`src/rtl/mux_share_arbiter.sv`:
```
// Round-robin arbiter for a shared 2:1 mux: registered select and one-hot grants,
// break-before-make gap between owners and a hold-timeout watchdog.
module mux_share_arbiter #(
    parameter int unsigned MaxHold   = 16,
    parameter int unsigned GapCycles = 1,
    parameter int unsigned CntW      = 5
) (
    input  logic       clk_i,
    input  logic       rst_ni,
    input  logic [1:0] req_i,
    input  logic [1:0] done_i,
    output logic [1:0] grant_o,
    output logic       select_o,
    output logic       busy_o,
    output logic       timeout_err_o
);

    typedef enum logic [1:0] {StIdle, StGrant0, StGrant1, StGap} state_e;

    state_e          state_q, state_d;
    logic [CntW-1:0] hold_q, hold_d;
    logic [3:0]      gap_q, gap_d;
    logic            rr_last_q, rr_last_d;
    logic [1:0]      grant_q, grant_d;
    logic            select_q, select_d;
    logic            busy_q, busy_d;
    logic            terr_q, terr_d;

    logic owner;
    logic release_req;
    logic winner;

    assign owner       = (state_q == StGrant1);
    assign release_req = done_i[owner] | ~req_i[owner];
    // On a tie the requester that did not own last wins.
    assign winner      = (req_i == 2'b11) ? ~rr_last_q : req_i[1];

    always_comb begin
        state_d   = state_q;
        hold_d    = hold_q;
        gap_d     = gap_q;
        rr_last_d = rr_last_q;
        grant_d   = grant_q;
        select_d  = select_q;
        busy_d    = busy_q;
        terr_d    = 1'b0;
        unique case (state_q)
            StIdle: begin
                if (req_i != 2'b00) begin
                    state_d  = winner ? StGrant1 : StGrant0;
                    grant_d  = winner ? 2'b10 : 2'b01;
                    select_d = winner;
                    busy_d   = 1'b1;
                    hold_d   = CntW'(1);
                end
            end
            StGrant0, StGrant1: begin
                if (release_req || (hold_q == CntW'(MaxHold))) begin
                    // Release wins over a coincident timeout; select is left on the old owner.
                    state_d   = StGap;
                    grant_d   = 2'b00;
                    busy_d    = 1'b0;
                    rr_last_d = owner;
                    gap_d     = 4'd0;
                    terr_d    = ~release_req;
                end else begin
                    hold_d = hold_q + CntW'(1);
                end
            end
            StGap: begin
                if (gap_q == 4'(GapCycles - 1)) begin
                    state_d = StIdle;
                end else begin
                    gap_d = gap_q + 4'd1;
                end
            end
            default: state_d = StIdle;
        endcase
    end

    always_ff @(posedge clk_i or negedge rst_ni) begin
        if (!rst_ni) begin
            state_q   <= StIdle;
            hold_q    <= '0;
            gap_q     <= '0;
            rr_last_q <= 1'b1;
            grant_q   <= 2'b00;
            select_q  <= 1'b0;
            busy_q    <= 1'b0;
            terr_q    <= 1'b0;
        end else begin
            state_q   <= state_d;
            hold_q    <= hold_d;
            gap_q     <= gap_d;
            rr_last_q <= rr_last_d;
            grant_q   <= grant_d;
            select_q  <= select_d;
            busy_q    <= busy_d;
            terr_q    <= terr_d;
        end
    end

    assign grant_o       = grant_q;
    assign select_o      = select_q;
    assign busy_o        = busy_q;
    assign timeout_err_o = terr_q;

endmodule
```
`config.mk`:
```
export PLATFORM = sky130hd
export DESIGN_NAME = mux_share_arbiter
export DESIGN_NICKNAME = d
export VERILOG_FILES = /design/src/rtl/mux_share_arbiter.sv
export SDC_FILE = /design/constraint.sdc
export NUM_CORES = 1
export LEC_CHECK = 0
export CORE_ASPECT_RATIO = 0.9
export CORE_MARGIN = 5
export CORE_UTILIZATION = 40
export DETAILED_ROUTE_END_ITERATION = 8
export GPL_ROUTABILITY_DRIVEN = 0
export PLACE_DENSITY = 0.69
export SLEW_MARGIN = 20
export SYNTH_ARGS = -nofsm -noshare
export SYNTH_HDL_FRONTEND = slang
export SYNTH_SLANG_ARGS = --single-unit
```
`constraint.sdc`:
```
create_clock -name clk_i -period 2.2 [get_ports clk_i]
set_input_delay 0.44 -clock clk_i [delete_from_list [all_inputs] [get_ports clk_i]]
set_output_delay 0.44 -clock clk_i [all_outputs]
set_load 0.03 [all_outputs]
```
; ---- After elaboration in Yosys (flattened, before gate mapping)
; Cells that the tools add are included.
[word_totals]
reg_bits = 17
output_inout_bits = 5
wordCells = 61
[classes]
add_sub_neg = 2
order_cmp = 1
n_eq_ne = 10
n_mux = 23
n_bitwise = 4
reduce_logical = 13
[op_table]
columns = op, n
row1 = $reduce_and A3 Y1, 4
row2 = $mux W2, 5
row3 = $mux W5, 2
row4 = $ne A2 B2 Y1 const B, 5
row5 = $pmux W5 S2, 1
row6 = $mux W1, 9
row7 = $mux W4, 2
row8 = $pmux W4 S2, 1
row9 = $eq A2 B2 Y1 const B, 3
row10 = $pmux W2 S3, 1
row11 = $reduce_bool A2 Y1, 3
row12 = $add A5 B1 Y5 const B, 1
row13 = $eq A5 B5 Y1 const B, 1
row14 = $add A4 B1 Y4 const B, 1
row15 = $logic_not A4 Y1, 1
row16 = $pmux W2 S2, 1
row17 = $reduce_and A2 Y1, 2
row18 = $not A1 Y1, 3
row19 = $eq A2 B1 Y1 const B, 1
row20 = $logic_not A2 Y1, 1
row21 = $lt A1 B2 Y1 const B, 1
row22 = $pmux W1 S2, 1
row23 = $reduce_or A2 Y1, 1
row24 = $logic_or A1 B1 Y1, 1
row25 = $or A1 B1 Y1, 1

; ---- Longest topological paths before layout
; Gate-level depths: netlist of the first run.
[logic_depth]
word_depth = 8
depth_mapped = 7
ltp_nobuf = 6

; ---- Worst setup path before layout of the first run
; No wires, ideal clock.
[synth_timing]
kind = register -> register
startpoint = register state_q[0]
endpoint = register state_q[0]
t_arrival_ps = 1836
t_required_ps = 2073
slack_ps = 236
stages_incl_launch_ff = 8
n_path_buf = 1
period_less_slack_ps = 1964
path_cell_list = dfrtp_1 > inv_1 > ha_1 > or3b_1 > buf_6 > a211o_1 > nand3_2 > mux2_1
[synth_between]
elab_chain_cells = 8
[synth_lines]
columns = item, line_no
row1 = start: declaration, 20  ; state_e state_q, state_d;
row2 = start signal: assignment, 83  ; state_q <= StIdle;
row3 = start signal: assignment, 92  ; state_q <= state_d;
row4 = $eq A2 B2 Y1 *, 33  ; assign owner = (state_q == StGrant1);
row5 = net owner, 29  ; logic owner;
row6 = $mux W1 (implied by the code) (2 in series), 34  ; assign release_req = done_i[owner] | ~req_i[owner];
row7 = $not A1 Y1, 34
row8 = $or A1 B1 Y1, 34
row9 = $logic_or A1 B1 Y1, 58  ; if (release_req || (hold_q == CntW'(MaxHold))) begin
row10 = $ne A2 B2 Y1 (no line), --
row11 = $reduce_and A3 Y1 (no line), --
; The timed path passes the listed nets; every way through them passes the cells marked *. The select of a mux whose other input is x is not followed.
; A chain may end at the register's enable or synchronous reset.

; ---- Worst setup path in the final report of the first run
; Same ends and word-level chain as after synthesis.

==> results of run 1 <==
-- registers in the layout, indices dropped and copies added, names as in the netlist --
register / cells
gap_q: 4
grant_o: 2
hold_q: 5
state_q: 2
timeout_err_o: 1
busy_o: 1
select_o: 1
rr_last_q: 1
-- routing by layer --
layer	global-route usage [%]	vias up
li1	-	448
met1	17.6	455
met2	22.9	18
met3	5.12	2
met4	2.71	0
met5	0	-
-- where the power goes --
part           internal (W)  total, W  switching [W]  leakage, nW
Sequential         0.000425  0.000524      0.0000983        0.219
Clock             0.0000706  0.000176       0.000105       0.0150
Combinational      0.000444   0.00104       0.000599        0.364
-- layout by cell type (no fill, tap or decap), types with 2 or more instances in the layout --
cell type	synthesis	layout
a21oi_1	12	12
nand2b_1	2	2
inv_1	11	11
mux2i_1	5	5
nand3_1	4	4
nand2_1	9	9
buf_4	0	8
ha_1	7	7
nor2_1	8	8
a211o_1	3	3
dfrtp_1	16	16
mux2_1	2	2
o2bb2ai_1	3	3
o21ai_0	7	7
a22o_1	4	4
clkbuf_4	0	3
clkdlybuf4s50_1	0	10
-- cell type report --
class,count,area share [%]
clock buffer,4,2.01
inverter,11,3.16
multi-input combinational,82,45.6
sequential,17,32.7
tap,28,2.68
timing repair buffer,19,13.8
-- worst register-to-register path, stage by stage (launching register included) --
cell and delay (ns):
dfrtp_1 0.38, inv_1 0.07, ha_1 0.24, or3b_1 0.47, a211o_1 0.36, nand3_2 0.09
mux2_1 0.32
-- synthesized netlist by cell type --
cell       instances  area share, %
a21o_1             1           0.69
buf_6              1            1.0
nand2b_1           2            1.2
o21ai_0            7            3.2
a21oi_1           12            5.5
a211o_1            3            2.4
nor2_1             8            2.8
xnor2_1            1           0.81
o2111ai_1          1           0.81
inv_1             11            3.8
a21oi_2            1           0.81
or3b_1             1           0.81
a211oi_1           1           0.69
mux2_1             2            2.1
mux2i_1            5            4.6
dfstp_2            1            2.4
a32o_1             1           0.92
clkbuf_1           2           0.69
nand3_2            1           0.92
nand3b_1           1           0.69
and4_1             1           0.81
nand3_1            4            1.8
ha_1               7            8.1
mux2_2             1            1.0
nand2_1            9            3.1
and4bb_2           1            1.2
a221oi_2           1            1.4
o31ai_1            1           0.69
a22o_1             4            3.2
a21oi_4            1            1.5
a22oi_1            1           0.69
o2bb2ai_1          3            2.4
dfrtp_1           16             37
-- cell families after synthesis --
kind of cell               count (synthesis)  share of synthesized area, %
and+or+nand+nor                           28                          13.3
adders and majority gates                  7                          8.09
buffers and inverters                     14                          5.55
AOI/OAI and AO/OA                         38                          25.1
DFF                                       17                          39.4
xor gates and xnor gates                   1                         0.809
muxes                                      8                          7.75
-- worst max path at each step --
stage                     cells after the start  slack (ns)         end        from
after detailed placement                      5       -0.07  state_q[0]    req_i[0]
after global placement                        5       -0.04  state_q[0]    req_i[0]
after floorplan                               7        0.24  state_q[0]  state_q[0]
after global routing                          6        0.08  state_q[0]  state_q[0]
final                                         6        0.17  state_q[0]  state_q[0]
after CTS                                     6        0.15  state_q[0]  state_q[0]
-- through the flow --
step	area, µm²	std cells	setup slack, ns	hold slack (ns)	total power [W]
after CTS	1310	161	0.154	0.452	0.00176
after floorplan	1080	113	0.236	0.144	0.00122
after global routing	1310	161	0.0755	0.460	0.00192
after global placement	1280	157	-0.0450	0.459	0.00154
final	1310	161	0.167	0.451	0.00174
after detailed placement	1280	157	-0.0726	0.470	0.00158
==> qor.yml, run 1 <==
slowest_stage: "or3b_1"
routed_wl_um: 2360
path_buf_inv: 1
r2r-end: "state_q[0]"
synth_cell_types: 33
via_count: 923
area_delta_synth_final_pct: 20.6
grt_use_total_pct: 13.9
slew-limit-headroom_pct: 66.4
wl_met3_um: 115
cp.required_ns: 2.39
leakagePower_nw: 0.598
nets: 147
rows: 17
synth_cells: 113
vias_per_cell: 5.73
arrival_ns: 2.22
r2r.worst_path.cells: 6
antenna_cells: 0
ys_seq_elements: 17
critPathMaxFanout: 5
coreArea_um2: 2530
hold_viol: 0
syn-num-nets: 126
setup_viol_count_final: 0
top_layer_used: "met4"
drt_pre_antenna_iters: 4
finish.utilization_pct: 51.6
end_kind: "flop"
grt_pass1_vias: 876
outcome: "complete, no violations"
hpwlAfterDp_um: 1770
htree_levels: 1
postSynthAreaPerCell_um2: 9.58
clock_latency_ns: 0.30
seqCellArea_um2: 427
power-per-cell-area_nw_per_um2: 1330
drive_gt1_share_pct: 14.3
floorplan.initialDensity_pct: 42.8
fin_crit_ns: 2.03
post_cts_resized: 0
hold_buffers: 0
r2r_start: "state_q[0]"
cts_tree: "yes"
cts_made_buffers: 3
yosysWarnings: 0
fmax_ghz: 0.492
grt_first_pass_wirelength_um: 4130
clock_sinks: 17
die_w_um: 64.8
tightest_slew_ns: 0.498
port_buffers: 10
clock_tree.buffer_depth: 2
max_stage_delay_ns: 0.47
crit_type: "reg -> reg"
ant_nets: 0
hold_class: "in -> async"
clkTransAtPathRegs_ns: 0.11
r2r_setup_slack_ns: 0.17
wl_per_cell_um: 14.7
drv_cap: 0
met2_length_um: 1140
tns_ns: 0
ir_drop_v: 0.000732
grt_remaining_overflow: 0
path_cells: "inv_1 > ha_1 > or3b_1 > a211o_1 > nand3_2 > mux2_1"
root_buffer: "clkbuf_4"
drv_slew: 0
io_pins: 11
fillers: 238
grt_max_degree: 18
synth_area_um2: 1080
cts_setup_buffers: 0
path_delay_family: "simple AND/OR/NAND/NOR gates"
seq_area_frac_synth_pct: 39.4
grt_setup_unrepaired: "no"
period_share_pct: 92.4
cp-start-kind: "flop"
wl_met1_um: 1090
drt_iter0_drc: 49
multi_input_area_um2: 596
skew_ns: 0.00625
antenna_found_initial: 0
die-area_um2: 3850
drc: 0
fp.dieH_um: 59.3
(Power assumes the default switching activity.)
==> inputs of run 2 (changes only) <==
--- a/config.mk
+++ b/config.mk
@@ -5,11 +5,13 @@
 export SDC_FILE = /design/constraint.sdc
 export NUM_CORES = 1
 export LEC_CHECK = 0
+export ABC_CLOCK_PERIOD_IN_PS = 2200
 export CORE_ASPECT_RATIO = 0.9
 export CORE_MARGIN = 5
 export CORE_UTILIZATION = 40
 export DETAILED_ROUTE_END_ITERATION = 8
 export GPL_ROUTABILITY_DRIVEN = 0
+export HOLD_SLACK_MARGIN = 0.08
 export PLACE_DENSITY = 0.69
 export SLEW_MARGIN = 20
 export SYNTH_ARGS = -nofsm -noshare
==> results of run 2 <==
Same layout as run 1: the final DEF is identical, and so are final timing and power.
==> inputs of run 3 (changes only) <==
--- a/config.mk
+++ b/config.mk
@@ -5,14 +5,14 @@
 export SDC_FILE = /design/constraint.sdc
 export NUM_CORES = 1
 export LEC_CHECK = 0
-export ABC_CLOCK_PERIOD_IN_PS = 2200
+export ABC_CLOCK_PERIOD_IN_PS = 2300
 export CORE_ASPECT_RATIO = 0.9
 export CORE_MARGIN = 5
-export CORE_UTILIZATION = 40
+export CORE_UTILIZATION = 55
 export DETAILED_ROUTE_END_ITERATION = 8
 export GPL_ROUTABILITY_DRIVEN = 0
 export HOLD_SLACK_MARGIN = 0.08
-export PLACE_DENSITY = 0.69
+export PLACE_DENSITY = 0.87
 export SLEW_MARGIN = 20
 export SYNTH_ARGS = -nofsm -noshare
 export SYNTH_HDL_FRONTEND = slang
==> constraint.sdc (replaced) <==
create_clock -name clk_i -period 2.3 [get_ports clk_i]
set_input_delay 0.46 -clock clk_i [delete_from_list [all_inputs] [get_ports clk_i]]
set_output_delay 0.46 -clock clk_i [all_outputs]
set_load 0.03 [all_outputs]
==> run 3 against run 2 <==
Net effect: worst setup slack improved by 0.10 ns; fmax barely moved; global-route usage rose by 4.4 points; wire length barely moved; first-iteration DRC count rose by 6.1%; sequential cell count did not move; critical endpoint unchanged; largest cell class unchanged.
==> qor.yml, run 3 (synthesis results as in run 1) <==
port_buffers: 10
io_pins: 11
cp.required_ns: 2.48
grt_remaining_overflow: 0
multi_input_area_um2: 596
switching_power_w: 0.000762
p_comb_share_pct: 59.5
stdcell_area_um2: 1270
seqCellArea_um2: 427
fp.dieH_um: 52.1
grt_pass1_vias: 911
die_w_um: 56.8
hold_viol: 0
ir_drop_v: 0.000961
grt_first_pass_wirelength_um: 4130
grt_use_total_pct: 18.3
clkTransAtPathRegs_ns: 0.10
clock_tree.buffer_depth: 2
power-per-cell-area_nw_per_um2: 1300
via_count: 933
ant_nets: 0
grt_setup_unrepaired: "no"
drv_cap: 0
largest_reg_flops: 5
path_cells: "inv_1 > ha_1 > or3b_1 > a211o_1 > nand3_2 > mux2_1"
arrival_ns: 2.21
drive_gt1_share_pct: 12.3
antenna_cells: 0
grt_max_degree: 18
slowest_stage: "or3b_1"
setup_viol_count_final: 0
floorplan.initialDensity_pct: 57.1
antenna_found_initial: 0
post_cts_resized: 0
switching_share_pct: 46.4
slew-limit-headroom_pct: 67.7
critPathMaxFanout: 5
drt_iter0_drc: 52
cts_made_buffers: 3
clock_sinks: 17
clock_latency_ns: 0.29
crit_type: "reg -> reg"
drv_slew: 0
coreArea_um2: 1900
reg.largest.list: "hold_q x5, gap_q x4"
cp-start-kind: "flop"
tightest_slew_ns: 0.480
tns_ns: 0
top_register: "hold_q"
end_kind: "flop"
fin_crit_ns: 2.03
fmax_ghz: 0.492
fillers: 141
place_area_um2: 1240
wl_per_cell_um: 15.2
hpwlAfterDp_um: 1830
nets: 144
drt_pre_antenna_iters: 4
root_buffer: "clkbuf_4"
pwr-share-seq_pct: 30.8
outcome: "complete, no violations"
power_frac_clock_pct: 9.7
htree_levels: 1
die-area_um2: 2960
power.internal_w: 0.000879
cts_setup_buffers: 0
final_common_cell: "dfrtp_1"
hold_class: "in -> async"
drc: 0
rows: 15
max_stage_delay_ns: 0.47
area_delta_synth_final_pct: 17.0
vias_per_cell: 6.02
leakagePower_nw: 0.579
routed_wl_um: 2360
period_share_pct: 88.4
cts_tree: "yes"
hold_buffers: 0
layout_common_cells: "dfrtp_1 (16), a21oi_1 (12), inv_1 (11), clkdlybuf4s50_1 (10), nand2_1 (9)"
skew_ns: 0.00313
[run 3: changes by cell type in the layout (fill, tap and decap cells not counted), sizes merged]
cell  change
buf       -3
[run 3: through the flow]
step	hold WS [ns]	setup WS (ns)	power, W	instances	util, %
floorplan	0.164	0.336	0.00117	113	-
global placement	0.459	0.0507	0.00143	151	65.4
detailed placement	0.465	0.0281	0.00148	151	65.4
CTS	0.487	0.276	0.00165	155	66.8
global route	0.497	0.191	0.00180	155	66.8
finish	0.482	0.268	0.00164	155	66.8
[run 3: final timing paths]
check / startpoint / end / slack (ns) / cells past startpoint
max: state_q[0] / state_q[0] / 0.27 / 6
min: rst_ni / hold_q[0] / 0.48 / 2
max reg2reg: state_q[0] / state_q[0] / 0.27 / 6
min reg2reg: select_o / select_o / 0.49 / 1
max in group asynchronous: rst_ni / rr_last_q / 1.56 / 2
min in group clk_i: select_o / select_o / 0.49 / 1
[run 3: critical path: cells and delay by family (launching register included)]
kind,cells,cell delay (ns)
buffers and inverters,1,0.08
muxes,1,0.31
AOI/OAI and AO/OA,1,0.36
adders and majority gates,1,0.24
and+or+nand+nor,2,0.56
DFF,1,0.39
[run 3: routing by layer]
metal  global-route usage (%)  up-vias  share of wire, %
met4                     3.47        0              0.72
li1                         -      445                 -
met2                     31.5       24                51
met1                     23.0      462                44
met3                     5.46        2               4.5
met5                        0        -                 0
[run 3: power groups by stage]
stage               combinational (W)  sequential [W]  clock [W]
finish                       0.000977        0.000505   0.000160
global route                  0.00110        0.000521   0.000181
CTS                          0.000977        0.000504   0.000166
detailed placement           0.000974        0.000511          0
global placement             0.000932        0.000498          0
floorplan                    0.000619        0.000548          0
[run 3: area by class of cell]
class	instances	area share (%)
multi-input cells	82	47.0
flip-flops and latches	17	33.7
repair buffers	16	11.5
inverters	11	3.26
well taps	25	2.47
clock buffers	4	2.08
